===== config.mk =====
export PLATFORM = sky130hd
export DESIGN_NAME = parity_fifo
export DESIGN_NICKNAME = d
export VERILOG_FILES = /design/src/rtl/parity_fifo.sv
export SDC_FILE = /design/constraint.sdc
export NUM_CORES = 1
export LEC_CHECK = 0
export BUFFER_PORTS_ARGS = -buffer_cell sky130_fd_sc_hd__buf_2
export CORE_ASPECT_RATIO = 0.5
export CORE_MARGIN = 8
export CORE_UTILIZATION = 40
export DETAILED_ROUTE_END_ITERATION = 8
export PLACE_DENSITY_LB_ADDON = 0.2
export SLEW_MARGIN = 20
export SYNTH_ARGS = -nofsm -noshare
export SYNTH_HDL_FRONTEND = slang
export SYNTH_SLANG_ARGS = --single-unit

===== constraint.sdc =====
create_clock -name clk -period 1.9 [get_ports clk]
set_input_delay 0.38 -clock clk [delete_from_list [all_inputs] [get_ports clk]]
set_output_delay 0.38 -clock clk [all_outputs]
set_load 0.05 [all_outputs]

===== src/rtl/parity_fifo.sv =====
// parity_fifo: show-ahead FIFO that appends a parity bit to each payload
// and presents protected words to the parity checker.
// Ports:
//   clk, rst_ni                 clock, async active-low reset
//   push_valid_i/push_data_i    producer payload (DATA_WIDTH-1 bits)
//   push_corrupt_i              invert generated parity of this push
//   push_grant_o                FIFO can accept (not full)
//   flush_i                     synchronous clear of all entries
//   pop_valid_o/pop_data_o      stored word available (parity included)
//   pop_grant_i                 consumer pops the presented word
//   fill_o                      number of stored entries

package all_types_pkg;
    typedef enum logic {ODD, EVEN} parity_mode;
    typedef enum logic {MSB, LSB} parity_bit;
endpackage

module parity_fifo #(
    parameter int DATA_WIDTH = 8,
    parameter int DEPTH = 4,
    parameter all_types_pkg::parity_mode PARITY_MODE = all_types_pkg::ODD,
    parameter all_types_pkg::parity_bit PARITY_BIT_CHOICE = all_types_pkg::MSB
) (
    input  logic                        clk,
    input  logic                        rst_ni,
    input  logic                        push_valid_i,
    input  logic [DATA_WIDTH-2:0]       push_data_i,
    input  logic                        push_corrupt_i,
    output logic                        push_grant_o,
    input  logic                        flush_i,
    output logic                        pop_valid_o,
    output logic [DATA_WIDTH-1:0]       pop_data_o,
    input  logic                        pop_grant_i,
    output logic [$clog2(DEPTH):0]      fill_o
);
    localparam int AW = $clog2(DEPTH);
    localparam int PW = AW + 1;

    logic [DATA_WIDTH-1:0] mem [DEPTH];
    logic [PW-1:0]         wr_ptr;
    logic [PW-1:0]         rd_ptr;
    logic [AW-1:0]         wr_idx;
    logic [AW-1:0]         rd_idx;
    logic                  full;
    logic                  empty;
    logic                  par;
    logic [DATA_WIDTH-1:0] word;
    logic                  do_push;
    logic                  do_pop;

    assign wr_idx = wr_ptr[AW-1:0];
    assign rd_idx = rd_ptr[AW-1:0];

    // Same slot, opposite lap: full. Identical pointers: empty.
    assign full  = (wr_idx == rd_idx) && (wr_ptr[AW] != rd_ptr[AW]);
    assign empty = (wr_ptr == rd_ptr);

    always_comb begin
        if (PARITY_MODE == all_types_pkg::EVEN) begin
            par = ^push_data_i;
        end else begin
            par = ~^push_data_i;
        end
        par = par ^ push_corrupt_i;
        if (PARITY_BIT_CHOICE == all_types_pkg::MSB) begin
            word = {par, push_data_i};
        end else begin
            word = {push_data_i, par};
        end
    end

    // Flush overrides any push or pop in the same cycle.
    assign do_push = push_valid_i && !full && !flush_i;
    assign do_pop  = pop_grant_i && !empty && !flush_i;

    always_ff @(posedge clk or negedge rst_ni) begin
        if (!rst_ni) begin
            wr_ptr <= '0;
            rd_ptr <= '0;
        end else if (flush_i) begin
            wr_ptr <= '0;
            rd_ptr <= '0;
        end else begin
            if (do_push) begin
                wr_ptr <= wr_ptr + PW'(1);
            end
            if (do_pop) begin
                rd_ptr <= rd_ptr + PW'(1);
            end
        end
    end

    always_ff @(posedge clk or negedge rst_ni) begin
        if (!rst_ni) begin
            for (int i = 0; i < DEPTH; i++) begin
                mem[i] <= '0;
            end
        end else if (do_push) begin
            mem[wr_idx] <= word;
        end
    end

    assign push_grant_o = !full;
    assign pop_valid_o  = !empty;
    assign pop_data_o   = mem[rd_idx];
    assign fill_o       = wr_ptr - rd_ptr;
endmodule


* Yosys cells after proc, flatten, opt, wreduce, memory -nomap -nowiden
Index checks and enable logic that the tools add are counted.
** Cells by class
- Order comparisons :: 3
- Add/sub/neg operators :: 3
- Bitwise logic cells :: 3
- Reductions and logical operators :: 12
- Muxes and demuxes :: 10
- Eq/ne operators :: 3
** Operators with widths (number)
- bitwise mux 32 bit :: 1
- 2-to-1 mux 8 bit :: 3
- binary-select mux 8 bit (select 2 bit) :: 1
- demux 8 bit (select 2 bit) :: 1
- 2-to-1 mux 3 bit :: 4
- XNOR reduction 7 bit :: 1
- adder 3 x 1 -> 3 bit, second input constant :: 2
- greater-or-equal comparator 3 bit, second input constant :: 2
- logical AND 1 bit :: 6
- NOT 2 -> 3 bit :: 2
- nonzero test 2 bit :: 2
- == test 3 bit :: 1
- zero test 1 bit :: 3
- < comparator 3 x 1 -> 1 bit, second input constant :: 1
- subtractor 3 bit :: 1
- == test 2 bit :: 1
- != test 1 bit :: 1
- bitwise XOR 1 bit :: 1
** Storage, ports and cells
- Bits in registers :: 38
- Word-level logic and storage cells :: 40

* Depth between registers and ports, before layout
Gate-level depths: netlist (run 1).
- Word-level depth :: 7
- Depth in mapped cells :: 7
- Mapped depth without buffers :: 6

* Least setup slack after synthesis (run 1)
Ideal clock, no wire load.
- Path kind :: reg2out
- From :: register wr_ptr[0]
- To :: output fill_o[2]
- Data arrival time :: 1865 ps
- Buffers on the path :: 0
- Path slack :: -345 ps
- Stages on the path, launching flop included :: 5
- Data required time :: 1520 ps
- Path through :: dfrtp_1 -> inv_1 -> ha_1 -> fa_1 -> xnor2_1
** Between the ends
- Cells in the longest elaborated chain, start to end :: 1
** RTL lines
- start: declaration :: line 40 : logic [PW-1:0] wr_ptr;
- start signal: assignment :: line 85 : wr_ptr <= wr_ptr + PW'(1);
- subtractor 3 bit :: line 106 : assign fill_o = wr_ptr - rd_ptr;
- end: declaration :: line 34 : output logic [$clog2(DEPTH):0] fill_o
No other way between the ends.

* Worst setup path in the final report (run 1)
- From :: register rd_ptr[0]
- To :: output fill_o[1]
** Between the ends
- Cells in the longest elaborated chain, start to end :: 1
** RTL lines
- start: declaration :: line 41 : logic [PW-1:0] rd_ptr;
- start signal: assignment :: line 88 : rd_ptr <= rd_ptr + PW'(1);
- subtractor 3 bit :: line 106
No other way between the ends.

==> summary.txt, run 1 <==
Clock network
  • Reg clk slew, reported paths: 70 ps
  • Worst-Skew Late Latency: 290 ps
  • Root Driver: clkbuf_8
  • # hold bufs at CTS: 0
  • Maximum clock path buffer count: 2
  • CTS tree: yes
  • TritonCTS Buffers: 5
  • H-tree depth: 2
  • CTS sink cnt: 38

Setup path
  • Worst R2R Path Depth: 5
  • Critical path capture point type: output pin
  • Largest stage delay on the critical path: 530 ps
  • Cell chain of the critical path: ha_2 > fa_2 > inv_2 > buf_6
  • RR Endpoint: mem[10]
  • CP startpoint kind: register
  • Worst EP required: 1520 ps
  • Crit path max fanout: 2
  • Crit path max-delay family: adder cells
  • Reg2reg start: rd_ptr[0]
  • Worst endpoint data arrival time: 1610 ps
  • Setup CP Type: register to output pin
  • CP Buf/Inv Count: 2
  • Worst path slowest cell: fa_2
  • Reg2reg setup slack: 100 ps
  • CP startpoint: rd_ptr[0]

Synth
  • Syn. warnings: 0
  • Top_reg_cell synth: dfrtp_1
  • Syn_area_per_cell: 14.8 um2
  • Sequential share of the synthesized area: 48.7%
  • Seq cells post-synth: 38
  • Cells after Synth: 132
  • Netlist cell types: 20
  • Mapped Area: 1950 um2
  • Synth Net Count: 153
  • Asr flop ratio synth: 100%
  • Number of synthesized flops with an enable pin: 0

Floorplanning
  • Site Rows: 18
  • Die area: 7510 um2
  • Area of the core: 4820 um2
  • Starting Density: 40.6%
  • I/O Pins: 26
  • Die Y-Extent: 65.4 um
  • Die Width: 115 um

Placed design
  • Gpl congestion: 0.715
  • Placed cell area: 2240 um2
  • Number of port buffers: 25
  • Dpl ws: 10.2 ps
  • DP HPWL: 2.64 mm

STA
  • Fin crit share: 105%
  • Slew @ Worst Pin: 488 ps
  • RSZ-0062 raised after global routing: yes
  • Finish-stage setup viols: 10
  • Relative slew slack: 67.5%
  • Slew Viols, Final: 0
  • Fin. Hold Viols: 0
  • Fmax achieved: 0.503 GHz
  • WHS: 129 ps
  • Worst Skew: 5.80 ps
  • Final worst path period need: 1990 ps
  • Setup WS post-layout: -89.4 ps

Global route
  • Pin count of the biggest net entering global routing: 39
  • Initial antenna violation count: 0
  • Total gr overflow: 0
  • Gr usage total: 10.9%
  • Vias in the first global route: 1225
  • First-pass GRT wire length: 6.25 mm

Finish
  • Layout area overhead: 28.2%
  • Layout cells sized above 1: 54.0%
  • Antenna diodes: 0
  • Design Area, Final: 2510 um2
  • Core Util, Final: 52.0%
  • # fillers: 429
  • Fin nets: 194

Status
  • Status: complete, but fails checks
  • Failing checks: setup timing

Hold path
  • Hold Path Class: input port to async pin

Flow run
  • Max-cap violations: 0

Power and ir drop
  • P_leak: 1.11 nW
  • Power Density: 1280 nW/um2
  • Peak supply drop: 0.000486 V

Route
  • Routed length per placed instance: 15.5 um
  • Via-per-instance ratio: 4.82
  • Via Count: 1176
  • Final ANT Viol Nets: 0
  • Iteration-0 DRC Markers: 40
  • WL final: 3.78 mm
  • # DRC: 0
  • DR pass1 iterations: 4
## registers in the layout (all words and copies together) (netlist names)
name and cells:
mem 32, rd_ptr 3, wr_ptr 3
## layout make-up
cell class / count / area, um2 / share of cell area (%)
Multi-Input combinational cell: 85 / 1010 / 40.3
Clock inverter: 1 / 5.00 / 0.200
Inverter: 6 / 22.5 / 0.899
Sequential cell: 38 / 952 / 38.0
Timing Repair Buffer: 37 / 343 / 13.7
Tap cell: 70 / 87.6 / 3.49
Clock buffer: 7 / 86.3 / 3.44
## layout by cell type, fill, tap and decap left out, types with 2 or more instances in the layout
cell type,netlist,layout
clkbuf_8,0,6
mux2i_1,2,2
xnor2_1,8,7
buf_12,0,5
mux4_2,8,8
dfrtp_1,38,37
buf_6,0,10
xor2_1,5,5
buf_4,0,7
o21ai_0,6,6
xnor2_4,1,2
o2111ai_4,4,4
nor2_1,6,6
inv_1,6,3
mux2_2,28,28
nand2_1,4,4
o211ai_1,2,2
ha_1,7,5
inv_2,0,3
nand3_1,2,2
buf_2,1,14
## through the flow
step	setup TNS [ps]	instances	power [mW]
finish	-478	244	3.22
global route	-1150	244	3.39
CTS	-919	240	3.16
detailed placement	0	231	2.48
global placement	0	231	2.45
floorplan	0	132	2.20
## Yosys cell counts, types with 2 or more instances
| library cell | number | area (um2) |
|---|---|---|
| o2111ai_4 | 4 | 105 |
| nand2_1 | 4 | 15.0 |
| o21ai_0 | 6 | 30.0 |
| xnor2_1 | 8 | 70.1 |
| nor2_1 | 6 | 22.5 |
| mux4_2 | 8 | 180 |
| xor2_1 | 5 | 43.8 |
| o211ai_1 | 2 | 15.0 |
| mux2i_1 | 2 | 20.0 |
| nand3_1 | 2 | 10.0 |
| dfrtp_1 | 38 | 951 |
| inv_1 | 6 | 22.5 |
| ha_1 | 7 | 87.6 |
| mux2_2 | 28 | 315 |
## cell families (layout without fill, tap and decap cells)
logic type	after synthesis	count (layout)	share of synthesized area, %
flops	38	38	48.7
simple gates	13	13	2.75
buf+inv	9	51	1.79
fa+ha+maj	8	8	5.51
compound gates	12	12	7.68
xor+xnor	14	14	7.23
mux	38	38	26.4
## worst max-delay path by stage
| stage | to | slack (ps) | depth (start not counted) |
|---|---|---|---|
| floorplan | mem[0] | 30 | 6 |
| global placement | fill_o[2] | 20 | 5 |
| detailed placement | fill_o[2] | 10 | 5 |
| CTS | fill_o[2] | -110 | 4 |
| global route | fill_o[1] | -130 | 4 |
| finish | fill_o[1] | -90 | 4 |
## power breakdown
group / internal, mW / switching (mW)
combinational: 0.665 / 0.826
sequential: 1.04 / 0.117
clock: 0.293 / 0.276
total: 2.00 / 1.22
## metal layers
metal  part of all wire [%]  global-route usage, %  vias up  wire length (um)
li1                       -                      -      561                 -
met1                     50                   14.7      590              1880
met2                     44                   15.7       18              1680
met3                    4.3                   3.66        7               164
met4                    1.3                   4.38        0                50
met5                      0                      0        -                 0
## timing repair
| action | 4_1_cts | 5_1_grt |
|---|---|---|
| resized for setup | 18 | 13 |
| pin swaps | 2 | 5 |
| setup endpoints to repair | 10 | 35 |
| buffers inserted | 1 | 4 |
## worst reg2reg max path: cells and delay by family, from the launching register on
kind                       cells  cell delay [ps]
DFF                            1              420
adders and majority gates      1              400
muxes                          1              340
AOI/OAI and AO/OA              1              250
buffers and inverters          1              170
and+or+nand+nor                1              120
(Power assumes the default switching activity.)
==> run 2: changes to the inputs <==
--- a/config.mk
+++ b/config.mk
@@ -8,7 +8,7 @@
 export BUFFER_PORTS_ARGS = -buffer_cell sky130_fd_sc_hd__buf_2
 export CORE_ASPECT_RATIO = 0.5
 export CORE_MARGIN = 8
-export CORE_UTILIZATION = 40
+export CORE_UTILIZATION = 51
 export DETAILED_ROUTE_END_ITERATION = 8
 export PLACE_DENSITY_LB_ADDON = 0.2
 export SLEW_MARGIN = 20
==> summary.txt, run 2 (synthesis gave the netlist of run 1 again) <==
STA
  • Finish-stage setup viols: 10
  • WHS: 135 ps
  • Worst Skew: 9.95 ps
  • Setup WS post-layout: -73.2 ps
  • Fin. Hold Viols: 0
  • RSZ-0062 raised after global routing: yes
  • Fmax achieved: 0.507 GHz
  • Slew @ Worst Pin: 477 ps
  • Final worst path period need: 1970 ps
  • Slew Viols, Final: 0
  • Relative slew slack: 68.2%
  • Fin crit share: 104%

Power and ir drop
  • Power Density: 1290 nW/um2
  • Internal: 1.95 mW
  • Peak supply drop: 0.000700 V
  • P_leak: 1.11 nW
  • Logic gate share of total power: 47.2%
  • P_sw: 1.22 mW
  • Sw Ratio: 38.5%
  • Clock power share: 16.0%
  • Flop pwr share: 36.8%

Floorplanning
  • I/O Pins: 26
  • Site Rows: 16
  • Die Y-Extent: 59.8 um
  • Die area: 6190 um2
  • Die Width: 104 um
  • Starting Density: 51.7%
  • Area of the core: 3780 um2

Setup path
  • Crit path max-delay family: adder cells
  • Setup CP Type: register to output pin
  • Cell chain of the critical path: ha_2 > fa_2 > inv_1 > buf_6
  • Worst endpoint data arrival time: 1590 ps
  • Reg2reg setup slack: 50 ps
  • Critical path capture point type: output pin
  • CP Buf/Inv Count: 2
  • Crit path max fanout: 2
  • Largest stage delay on the critical path: 510 ps
  • CP startpoint: rd_ptr[0]
  • RR Endpoint: mem[20]
  • Worst path slowest cell: fa_2
  • Worst R2R Path Depth: 5
  • Reg2reg start: wr_ptr[1]
  • CP startpoint kind: register
  • Worst EP required: 1520 ps

Finish
  • Most frequent cells in the layout: dfrtp_1, mux2_2, buf_2
  • Antenna diodes: 0
  • FF+latch area: 952 um2
  • Commonest non-fill, non-tap cell in the layout: dfrtp_1
  • Biggest register: mem
  • Fin nets: 195
  • Core Util, Final: 65.1%
  • # fillers: 271
  • Combined area of the multi-input logic cells: 997 um2
  • Largest regs: mem: 32 flops, rd_ptr: 3 flops, wr_ptr: 3 flops
  • Layout area overhead: 26.1%
  • Max reg flops: 32
  • Layout cells sized above 1: 51.7%

Route
  • # DRC: 0
  • DR pass1 iterations: 4
  • Iteration-0 DRC Markers: 67
  • Final ANT Viol Nets: 0
  • Via Count: 1210
  • Routed length per placed instance: 17.4 um
  • Via-per-instance ratio: 5.31
  • WL final: 3.98 mm

Hold path
  • Hold Path Class: input port to async pin

Placed design
  • Dpl ws: -0.766 ps
  • Gpl congestion: 0.746
  • DP HPWL: 2.77 mm
  • Number of port buffers: 25

Clock network
  • H-tree depth: 2
  • Reg clk slew, reported paths: 70 ps
  • Maximum clock path buffer count: 2
  • Worst-Skew Late Latency: 280 ps
  • TritonCTS Buffers: 5
  • CTS sink cnt: 38
  • Root Driver: clkbuf_8
  • CTS tree: yes

Global route
  • Pin count of the biggest net entering global routing: 39
  • Total gr overflow: 0
  • Initial antenna violation count: 0
  • Gr usage total: 13.8%
  • First-pass GRT wire length: 6.64 mm
  • Vias in the first global route: 1278

Status
  • Failing checks: setup timing
  • Status: complete, but fails checks

Flow run
  • Max-cap violations: 0
## run 2: cell count changes in the layout (fill, tap and decap cells not counted)
cell,change
clkbuf_1,+1
buf_4,+1
buf_2,-1
clkbuf_8,-1
ha_4,-1
buf_12,-1
clkinv_2,-1
inv_1,+2
ha_1,+1
buf_8,+1
clkbuf_4,+1
inv_2,-2
## run 2: per-layer routing
layer  global-route usage [%]  wire length, um
met1                     17.8             2030
met2                     21.5             1760
met3                     4.30              156
met4                     4.96               34
met5                        0                0
## run 2: area by class of cell
class                   count  share of cell area, %
flip-flops and latches     38                   38.6
well taps                  54                   2.74
inverters                   6                  0.914
repair buffers             38                   14.1
clock buffers               7                   3.10
multi-input cells          85                   40.5
## run 2: metrics by stage
stage	total power [mW]	TNS, ps	instance area, um2	cells
3_5_place_dp	2.48	-0.766	2200	213
3_3_place_gp	2.43	0	2200	213
4_1_cts	3.18	-414	2370	223
6_report	3.18	-455	2460	228
5_1_grt	3.36	-1080	2460	228
2_1_floorplan	2.20	0	1980	132
## run 2: how the worst max path moves through the flow
stage / to / slack (ps) / cells past startpoint
after CTS: fill_o[2] / -100 / 5
after detailed placement: fill_o[2] / -0.8 / 5
after global placement: fill_o[2] / 20 / 4
after global routing: fill_o[2] / -120 / 5
after floorplan: mem[0] / 30 / 6
final: fill_o[1] / -70 / 4
## run 2: power by group through the flow
| stage | combinational (mW) | sequential (mW) | clock (mW) |
|---|---|---|---|
| final | 1.50 | 1.17 | 0.508 |
| after floorplan | 1.07 | 1.14 | 0 |
| after detailed placement | 1.31 | 1.17 | 0 |
| after global routing | 1.59 | 1.20 | 0.572 |
| after global placement | 1.27 | 1.16 | 0 |
| after CTS | 1.48 | 1.16 | 0.529 |
## run 2: repair_timing
| item | in CTS | in global routing |
|---|---|---|
| setup buffers | 3 | 5 |
| hold buffers | 0 | 0 |
| resized for setup | 25 | 3 |
| pin swaps | 3 | 5 |
| endpoints found under the setup margin | 11 | 40 |
| endpoints found under the hold margin | 0 | 0 |
